==> src/rtl/div_share_ctrl_if.sv <==
// +----------------------------------------------------------------------+
// | Module      : div_share_ctrl_if                                       |
// | Description : Request/response bundle for the shared divider          |
// |               controller (two requesters, one tagged response).      |
// | Revision    : 1.0 - initial release                                   |
// +----------------------------------------------------------------------+
`default_nettype none

interface div_share_ctrl_if #(
  parameter int WIDTH = 4
);
  logic             req0_valid;
  logic             req0_ready;
  logic [WIDTH-1:0] req0_dividend;
  logic [WIDTH-1:0] req0_divisor;
  logic             req1_valid;
  logic             req1_ready;
  logic [WIDTH-1:0] req1_dividend;
  logic [WIDTH-1:0] req1_divisor;
  logic             rsp_valid;
  logic             rsp_ready;
  logic             rsp_id;
  logic [WIDTH-1:0] rsp_quotient;
  logic [WIDTH-1:0] rsp_remainder;
  logic             rsp_div_zero;
  logic             busy;

  // Requester / consumer side
  modport master (
    output req0_valid, req0_dividend, req0_divisor,
    output req1_valid, req1_dividend, req1_divisor,
    output rsp_ready,
    input  req0_ready, req1_ready,
    input  rsp_valid, rsp_id, rsp_quotient, rsp_remainder, rsp_div_zero,
    input  busy
  );

  // Divider controller side
  modport slave (
    input  req0_valid, req0_dividend, req0_divisor,
    input  req1_valid, req1_dividend, req1_divisor,
    input  rsp_ready,
    output req0_ready, req1_ready,
    output rsp_valid, rsp_id, rsp_quotient, rsp_remainder, rsp_div_zero,
    output busy
  );
endinterface

`default_nettype wire

==> src/rtl/div_share_ctrl.sv <==
// +----------------------------------------------------------------------+
// | Module      : div_share_ctrl                                          |
// | Description : Round-robin arbiter plus restoring divider sequencer,  |
// |               one quotient bit per clock, shared by two requesters.  |
// |               Optional macro DIV_SHARE_STATS_EN adds saturating      |
// |               stat_ops / stat_dz response counters.                  |
// | Revision    : 1.0 - initial release                                   |
// +----------------------------------------------------------------------+
`default_nettype none

module div_share_ctrl #(
  parameter int WIDTH = 4
) (
  input  logic               clk,
  input  logic               rst_n,
  div_share_ctrl_if.slave    bus
`ifdef DIV_SHARE_STATS_EN
  ,
  output logic [7:0]         stat_ops,
  output logic [7:0]         stat_dz
`endif
);

  localparam int CNT_W = (WIDTH > 2) ? $clog2(WIDTH) : 1;

  localparam logic [1:0] IDLE = 2'd0;
  localparam logic [1:0] CALC = 2'd1;
  localparam logic [1:0] DONE = 2'd2;

  logic [1:0]       state;
  logic             last;
  logic [WIDTH:0]   pr;
  logic [WIDTH-1:0] q;
  logic [WIDTH-1:0] dvsr;
  logic [CNT_W-1:0] cnt;

  logic             rsp_valid;
  logic             rsp_id;
  logic [WIDTH-1:0] rsp_quotient;
  logic [WIDTH-1:0] rsp_remainder;
  logic             rsp_div_zero;

  logic             grant_valid;
  logic             grant_id;
  logic             accept;
  logic [WIDTH-1:0] sel_dividend;
  logic [WIDTH-1:0] sel_divisor;
  logic [WIDTH:0]   t;
  logic             ge;
  logic [WIDTH:0]   pr_next;
  logic [WIDTH-1:0] q_next;
  logic             rsp_hs;

  // Round-robin grant: a lone requester wins, a tie goes away from last.
  always_comb begin
    grant_valid = bus.req0_valid | bus.req1_valid;
    grant_id    = 1'b0;
    if (bus.req0_valid && bus.req1_valid) begin
      grant_id = ~last;
    end else if (bus.req1_valid) begin
      grant_id = 1'b1;
    end
  end

  assign accept       = (state == IDLE) && grant_valid;
  assign sel_dividend = grant_id ? bus.req1_dividend : bus.req0_dividend;
  assign sel_divisor  = grant_id ? bus.req1_divisor  : bus.req0_divisor;
  assign rsp_hs       = (state == DONE) && bus.rsp_ready;

  // One restoring-division step: shift in the next dividend bit, subtract if it fits.
  always_comb begin
    t       = {pr[WIDTH-1:0], q[WIDTH-1]};
    ge      = (t >= {1'b0, dvsr});
    pr_next = ge ? (t - {1'b0, dvsr}) : t;
    q_next  = {q[WIDTH-2:0], ge};
  end

  // Sequencer: accept, iterate WIDTH times, hold the result until consumed.
  always_ff @(posedge clk) begin
    if (!rst_n) begin
      state         <= IDLE;
      last          <= 1'b1;
      pr            <= '0;
      q             <= '0;
      dvsr          <= '0;
      cnt           <= '0;
      rsp_valid     <= 1'b0;
      rsp_id        <= 1'b0;
      rsp_quotient  <= '0;
      rsp_remainder <= '0;
      rsp_div_zero  <= 1'b0;
    end else begin
      case (state)
        IDLE: begin
          if (accept) begin
            rsp_id <= grant_id;
            last   <= grant_id;
            pr     <= '0;
            q      <= sel_dividend;
            dvsr   <= sel_divisor;
            cnt    <= '0;
            if (sel_divisor == '0) begin
              // Divide by zero skips the iteration entirely.
              rsp_quotient  <= '1;
              rsp_remainder <= sel_dividend;
              rsp_div_zero  <= 1'b1;
              rsp_valid     <= 1'b1;
              state         <= DONE;
            end else begin
              rsp_div_zero <= 1'b0;
              state        <= CALC;
            end
          end
        end
        CALC: begin
          pr  <= pr_next;
          q   <= q_next;
          cnt <= cnt + 1'b1;
          if (cnt == CNT_W'(WIDTH - 1)) begin
            rsp_quotient  <= q_next;
            rsp_remainder <= pr_next[WIDTH-1:0];
            rsp_valid     <= 1'b1;
            state         <= DONE;
          end
        end
        DONE: begin
          if (bus.rsp_ready) begin
            rsp_valid <= 1'b0;
            state     <= IDLE;
          end
        end
        default: begin
          state     <= IDLE;
          rsp_valid <= 1'b0;
        end
      endcase
    end
  end

`ifdef DIV_SHARE_STATS_EN
  // Saturating counts of delivered responses and of divide-by-zero ones.
  always_ff @(posedge clk) begin
    if (!rst_n) begin
      stat_ops <= '0;
      stat_dz  <= '0;
    end else if (rsp_hs) begin
      if (stat_ops != 8'hFF) begin
        stat_ops <= stat_ops + 8'd1;
      end
      if (rsp_div_zero && (stat_dz != 8'hFF)) begin
        stat_dz <= stat_dz + 8'd1;
      end
    end
  end
`else
  logic unused_hs;
  assign unused_hs = rsp_hs;
`endif

  assign bus.req0_ready    = accept && !grant_id;
  assign bus.req1_ready    = accept &&  grant_id;
  assign bus.rsp_valid     = rsp_valid;
  assign bus.rsp_id        = rsp_id;
  assign bus.rsp_quotient  = rsp_quotient;
  assign bus.rsp_remainder = rsp_remainder;
  assign bus.rsp_div_zero  = rsp_div_zero;
  assign bus.busy          = (state != IDLE);

endmodule

`default_nettype wire

==> src/flat_wrapper.sv <==
// flat-port wrapper written by rule: the top's interface ports become plain ports
module div_share_ctrl_flat 
#(
  parameter int WIDTH = 4
)
  (clk, rst_n, bus_req0_valid, bus_req0_dividend, bus_req0_divisor, bus_req1_valid, bus_req1_dividend, bus_req1_divisor, bus_rsp_ready, bus_req0_ready, bus_req1_ready, bus_rsp_valid, bus_rsp_id, bus_rsp_quotient, bus_rsp_remainder, bus_rsp_div_zero, bus_busy);
  div_share_ctrl_if #(.WIDTH(WIDTH)) bus_i ();
  input  logic clk;
  input  logic rst_n;
  input wire logic [$bits(bus_i.req0_valid)-1:0] bus_req0_valid;
  input wire logic [$bits(bus_i.req0_dividend)-1:0] bus_req0_dividend;
  input wire logic [$bits(bus_i.req0_divisor)-1:0] bus_req0_divisor;
  input wire logic [$bits(bus_i.req1_valid)-1:0] bus_req1_valid;
  input wire logic [$bits(bus_i.req1_dividend)-1:0] bus_req1_dividend;
  input wire logic [$bits(bus_i.req1_divisor)-1:0] bus_req1_divisor;
  input wire logic [$bits(bus_i.rsp_ready)-1:0] bus_rsp_ready;
  output wire logic [$bits(bus_i.req0_ready)-1:0] bus_req0_ready;
  output wire logic [$bits(bus_i.req1_ready)-1:0] bus_req1_ready;
  output wire logic [$bits(bus_i.rsp_valid)-1:0] bus_rsp_valid;
  output wire logic [$bits(bus_i.rsp_id)-1:0] bus_rsp_id;
  output wire logic [$bits(bus_i.rsp_quotient)-1:0] bus_rsp_quotient;
  output wire logic [$bits(bus_i.rsp_remainder)-1:0] bus_rsp_remainder;
  output wire logic [$bits(bus_i.rsp_div_zero)-1:0] bus_rsp_div_zero;
  output wire logic [$bits(bus_i.busy)-1:0] bus_busy;
  assign bus_i.req0_valid = bus_req0_valid;
  assign bus_i.req0_dividend = bus_req0_dividend;
  assign bus_i.req0_divisor = bus_req0_divisor;
  assign bus_i.req1_valid = bus_req1_valid;
  assign bus_i.req1_dividend = bus_req1_dividend;
  assign bus_i.req1_divisor = bus_req1_divisor;
  assign bus_i.rsp_ready = bus_rsp_ready;
  assign bus_req0_ready = bus_i.req0_ready;
  assign bus_req1_ready = bus_i.req1_ready;
  assign bus_rsp_valid = bus_i.rsp_valid;
  assign bus_rsp_id = bus_i.rsp_id;
  assign bus_rsp_quotient = bus_i.rsp_quotient;
  assign bus_rsp_remainder = bus_i.rsp_remainder;
  assign bus_rsp_div_zero = bus_i.rsp_div_zero;
  assign bus_busy = bus_i.busy;
  div_share_ctrl #(.WIDTH(WIDTH)) u_core (.clk(clk), .rst_n(rst_n), .bus(bus_i));
endmodule
==> config.mk <==
export PLATFORM = sky130hd
export DESIGN_NAME = div_share_ctrl_flat
export DESIGN_NICKNAME = d
export VERILOG_FILES = /design/src/rtl/div_share_ctrl_if.sv /design/src/rtl/div_share_ctrl.sv /design/src/flat_wrapper.sv
export SDC_FILE = /design/constraint.sdc
export NUM_CORES = 1
export LEC_CHECK = 0
export ABC_AREA = 1
export CELL_PAD_IN_SITES_DETAIL_PLACEMENT = 0
export CELL_PAD_IN_SITES_GLOBAL_PLACEMENT = 1
export CORE_MARGIN = 2
export CORE_UTILIZATION = 30
export CTS_CLUSTER_DIAMETER = 40
export CTS_CLUSTER_SIZE = 8
export DETAILED_ROUTE_END_ITERATION = 8
export PLACE_DENSITY = 0.75
export SLEW_MARGIN = 25
export SYNTH_ARGS = -nofsm -noshare
export SYNTH_HDL_FRONTEND = slang
export SYNTH_SLANG_ARGS = --single-unit
==> constraint.sdc <==
create_clock -name clk -period 1.65 [get_ports clk]
set_input_delay 0.33 -clock clk [delete_from_list [all_inputs] [get_ports clk]]
set_output_delay 0.33 -clock clk [all_outputs]
set_load 0.02 [all_outputs]
Word-level counts from Yosys, hierarchy flattened
Cells that the tools add are included.
- add/subtract/negate cells: 2
- reduce and logical (&&, ||, !) cells: 14
- equality and inequality tests: 7
- bitwise operators: 2
- multiplexer cells: 30
- $lt $le $gt $ge: 1
- operator list (operator ; number):
    4-bit two-way mux ; 11
    4-bit case mux with 2 select lines ; 4
    2-bit two-way mux ; 5
    4-bit AND reduction ; 2
    1-bit two-way mux ; 7
    2-bit case mux with 3 select lines ; 1
    5-bit by 4-bit greater-or-equal comparator with 1-bit output ; 1
    2-bit equality test (second input constant) ; 2
    1-bit logical AND ; 4
    4-bit logical NOT ; 1
    2-bit by 1-bit != test with 1-bit output (second input constant) ; 2
    2-bit != test (second input constant) ; 2
    2-bit case mux with 2 select lines ; 1
    2-bit AND reduction ; 2
    2-bit nonzero test ; 2
    4-bit subtractor ; 1
    1-bit case mux with 3 select lines ; 1
    3-bit AND reduction ; 1
    2-bit by 1-bit adder with 2-bit output (second input constant) ; 1
    2-bit by 1-bit equality test with 1-bit output (second input constant) ; 1
    2-bit logical NOT ; 1
    1-bit logical NOT ; 1
    1-bit inverter ; 1
    1-bit OR ; 1
- bits in registers: 28
- logic and storage cells: 67

Longest topological paths before layout
- depth after elaboration: 7
- gate-level depth with buffers: 12
- gate-level depth less buffers: 12

Worst setup path after synthesis
No wires, ideal clock.
- path kind: register to register
- start point: register u_core.dvsr[2]
- end point: register u_core.rsp_remainder[3] (netlist: u_core.bus.rsp_remainder[3])
- buffers on the path: 0
- cell stages (with the launch flop): 12
- period minus slack after synthesis: 1526 ps
- arrival: 1463 ps
- path slack: 124 ps
- setup time: 64 ps
- required time: 1586 ps
- cells stage by stage: dfxtp_1 > inv_1 > ha_1 > a21oi_1 > nand2_1 > nand2_1 > nand2_1 > nor2_1 > nand2_1 > nand2_1 > nor2_1 > nor2_1
- cells in the longest elaborated chain, start to end: 4
- ends and longest elaborated chain (what ; line ; text):
    start: declaration ; div_share_ctrl.sv:34 ; logic [WIDTH-1:0] dvsr;
    start signal: assignment ; div_share_ctrl.sv:100 ; dvsr <= sel_divisor;
    4-bit subtractor / 5-bit by 4-bit greater-or-equal comparator with 1-bit output (equally long branches) ; div_share_ctrl.sv:74, div_share_ctrl.sv:73 ;
    4-bit two-way mux (*) ; div_share_ctrl.sv:74 ; pr_next = ge ? (t - {1'b0, dvsr}) : t;
    4-bit two-way mux (*) ; div_share_ctrl.sv:119 ; if (cnt == CNT_W'(WIDTH - 1)) begin
    4-bit case mux with 2 select lines (*) ; div_share_ctrl.sv:93 ; case (state)
    end signal: assignment ; div_share_ctrl.sv:105 ; rsp_remainder <= sel_dividend;
    end signal: assignment ; div_share_ctrl.sv:121 ; rsp_remainder <= pr_next[WIDTH-1:0];
    end: declaration ; div_share_ctrl.sv:40 ; logic [WIDTH-1:0] rsp_remainder;
Every way passes the cells marked *; elsewhere a longest branch is shown, timed or not. The select of a mux whose other input is x is not followed.
A chain may end at the register's enable or synchronous reset.

Final worst setup path
- start point: register u_core.state[0]
- end point: output port bus_busy
- cells in the longest elaborated chain, start to end: 1
- ends and longest elaborated chain (what ; line ; text):
    start: declaration ; div_share_ctrl.sv:30 ; logic [1:0] state;
    start signal: assignment ; div_share_ctrl.sv:81 ; state <= IDLE;
    start signal: assignment ; div_share_ctrl.sv:108 ; state <= DONE;
    start signal: assignment ; div_share_ctrl.sv:111 ; state <= CALC;
    2-bit nonzero test ; div_share_ctrl.sv:167 ; assign bus.busy = (state != IDLE);
    end: declaration ; flat_wrapper.sv:24 ; output wire logic [$bits(bus_i.busy)-1:0] bus_busy;
No other way between the ends.

==> flow_metrics.env <==
export IMPL_diodes=0
export IMPL_fin_crit_ns=1.58
export IMPL_setup_violations=0
export IMPL_drt_iter0_markers=65
export IMPL_antenna_found_initial=0
export IMPL_fillCellCount=505
export IMPL_criticalPathCategory="flip-flop to output pin"
export IMPL_drv_slew=0
export IMPL_max_slew_margin_rel_pct=76.8
export IMPL_yosysSeqAreaShare_pct=37.1
export IMPL_async_reset_ff_share_pct=0
export IMPL_area_growth_pct=47.6
export IMPL_status="completed"
export IMPL_grt_pass1_wl_mm=6.22
export IMPL_ys_warn_count=0
export IMPL_clkLatencyLatePin_ns=0.27
export IMPL_row_count=25
export IMPL_io_pins=35
export IMPL_cp_arrival_ns=1.25
export IMPL_fin_crit_sh_pct=95.9
export IMPL_initial_core_util_pct=31.6
export IMPL_crit_slowest_cell="dfxtp_2"
export IMPL_drt_total_wl_mm=3.80
export IMPL_grt_pass1_vias=1400
export IMPL_required_ns=1.32
export IMPL_synth_top_area_share_pct=37.1
export IMPL_fmax_mhz=632
export IMPL_cp_cell_sequence="nor2_4 > inv_1 > buf_4 > dlygate4sd2_1"
export IMPL_port_buffers=34
export IMPL_syn_area_mm2=0.00151
export IMPL_clock_sinks=28
export IMPL_drive_gt1_share_pct=20.3
export IMPL_num_vias=1542
export IMPL_coreArea_mm2=0.00479
export IMPL_synthDistinctLibCells=27
export IMPL_cp_top_family="buffers and inverters"
export IMPL_dp_slack_ns=-0.470
export IMPL_critical_path_max_stage_delay_ns=0.34
export IMPL_tightest_slew_ns=0.346
export IMPL_syn_nets=252
export IMPL_fin_skew_ns=0.00162
export IMPL_synthFlopType="dfxtp_1"
export IMPL_grt_overflow_total=0
export IMPL_drc=0
export IMPL_synth_seq_cells=28
export IMPL_cp_max_fo=4
export IMPL_startpoint_type="flip-flop"
export IMPL_crit_buf_inv=3
export IMPL_ant_nets=0
export IMPL_globalplace_congestion=0.801
export IMPL_holdBufCountCts=0
export IMPL_die_h_um=75.0
export IMPL_grt_max_degree=21
export IMPL_hold_viol_final=0
export IMPL_fp_dieW_um=75.0
export IMPL_nets=315
export IMPL_powerDensity_mw_per_mm2=1140
export IMPL_clk_pin_slew_ns=0.09
export IMPL_yosys_area_top_type="dfxtp_1"
export IMPL_endpoint_kind="output pin"
export IMPL_setup_ws_ns=0.0682
export IMPL_grt_use_total_pct=14.3
export IMPL_peakVddDrop_v=0.000670
export IMPL_viasPerCell=4.37
export IMPL_firstDrtPassIters=4
export IMPL_cts_root_buf="clkbuf_8"
export IMPL_maxCapViolations=0
export IMPL_min_path_type="flip-flop to flip-flop"
export IMPL_netlist_top_cells_area="dfxtp_1 (37%), nand2_1 (14%), nor2_1 (7.2%)"
export IMPL_dieArea_mm2=0.00562
export IMPL_cts_tree="done"
export IMPL_post_drt_wl_per_cell_um=10.8
export IMPL_synthesis_instances=225
export IMPL_final_core_util_pct=46.6
export IMPL_power_leakage_uw=0.00105
export IMPL_cts_max_path_buffers=2
export IMPL_cts_buffers=3
export IMPL_synth_avg_cell_area_um2=6.71
export IMPL_hpwl_mm=2.92
export IMPL_synth_enable_flop_cells=0
export IMPL_htreeDepth=1
==> what timing repair did <==
| item | in CTS | in global routing |
|---|---|---|
| gates cloned | 0 | 0 |
| setup endpoints to repair | 12 | 14 |
| resized for setup | 14 | 14 |
| buffers inserted | 0 | 0 |
| pin swaps | 0 | 5 |
==> synth_stat cells, types with 3 or more instances <==
cell      count
buf_2         3
nor2_1       29
ha_1          5
nor2_2        3
nand3b_1      5
nand2_1      58
nand4_1       4
dfxtp_1      28
a211oi_1      3
a21oi_1      15
nand3_1      18
inv_1        27
o21ai_0      10
==> routing by layer <==
layer	global-route usage, %	routed length, um	up-vias
li1	-	-	836
met1	18.9	1880	666
met2	24.7	1730	36
met3	3.48	175	4
met4	1.19	19	0
met5	0	0	-
==> worst reg2reg max path, delay by kind of cell (launching register included) <==
family,cells,cell delay [ns]
adder cells (fa/ha/maj),2,0.51
AND/OR/NAND/NOR,4,0.35
flip-flops,1,0.32
XOR/XNOR,1,0.15
buffers and inverters,2,0.11
==> report_power, final <==
part	leakage [uW]	internal (uW)	total (uW)	switching, uW
Combinational	0.000800	613	1300	688
Sequential	0.000232	802	874	72.4
Clock	0.0000216	164	372	208
==> worst paths after layout <==
path	start	end	slack, ns	cells after the start
min	u_core.bus.rsp_quotient[2]	u_core.bus.rsp_quotient[2]	0.44	2
max reg2reg	u_core.q[3]	u_core.bus.rsp_remainder[2]	0.12	9
min reg2reg	u_core.bus.rsp_quotient[2]	u_core.bus.rsp_quotient[2]	0.44	2
max	u_core.state[0]	bus_busy	0.07	4
==> area by class of cell <==
class / instances / area (um2) / share of cell area, %
tap: 67 / 83.8 / 3.76
multi-input combinational: 160 / 845 / 37.9
timing repair buffer: 65 / 582 / 26.1
clock buffer: 3 / 41.3 / 1.85
sequential: 28 / 564 / 25.3
inverter: 30 / 113 / 5.05
==> layout by cell type (no fill, tap or decap), drive strengths merged, types with 4 or more instances in the layout <==
master and instances:
nand4 4, clkdlybuf4s50 29, a21oi 15, nor2 32, ha 5, nand2 61, inv 29, dfxtp 28
buf 32, o21ai 10, nand3b 5, nand3 18
==> cell families after synthesis <==
kind of cell / count (synthesis) / synth area share, %
compound gates: 30 / 10.6
flops: 28 / 37.1
fa+ha+maj: 6 / 5.47
simple gates: 123 / 36.0
buf+inv: 37 / 10.2
xor+xnor: 1 / 0.580
==> sequential cells by signal, indices dropped and copies added, names as in the netlist <==
| signal | count |
|---|---|
| u_core.bus.rsp_quotient | 4 |
| u_core.dvsr | 4 |
| u_core.cnt | 2 |
| u_core.state | 2 |
| u_core.bus.rsp_remainder | 4 |
| u_core.bus.rsp_div_zero | 1 |
| u_core.bus.rsp_id | 1 |
| u_core.pr | 4 |
| u_core.q | 4 |
| u_core.bus.rsp_valid | 1 |
| u_core.last | 1 |
==> per-stage QoR <==
| stage | hold WS (ns) | TNS (ns) | power [uW] | instances | instance area (um2) |
|---|---|---|---|---|---|
| CTS | 0.450 | 0 | 2510 | 353 | 2180 |
| finish | 0.444 | 0 | 2550 | 353 | 2230 |
| global placement | 0.431 | -6.34 | 2110 | 350 | 2140 |
| detailed placement | 0.436 | -6.63 | 2120 | 350 | 2140 |
| floorplan | 0.433 | 0 | 1570 | 225 | 1510 |
| global route | 0.463 | -0.00451 | 2750 | 353 | 2230 |
(Power assumes the default switching activity.)
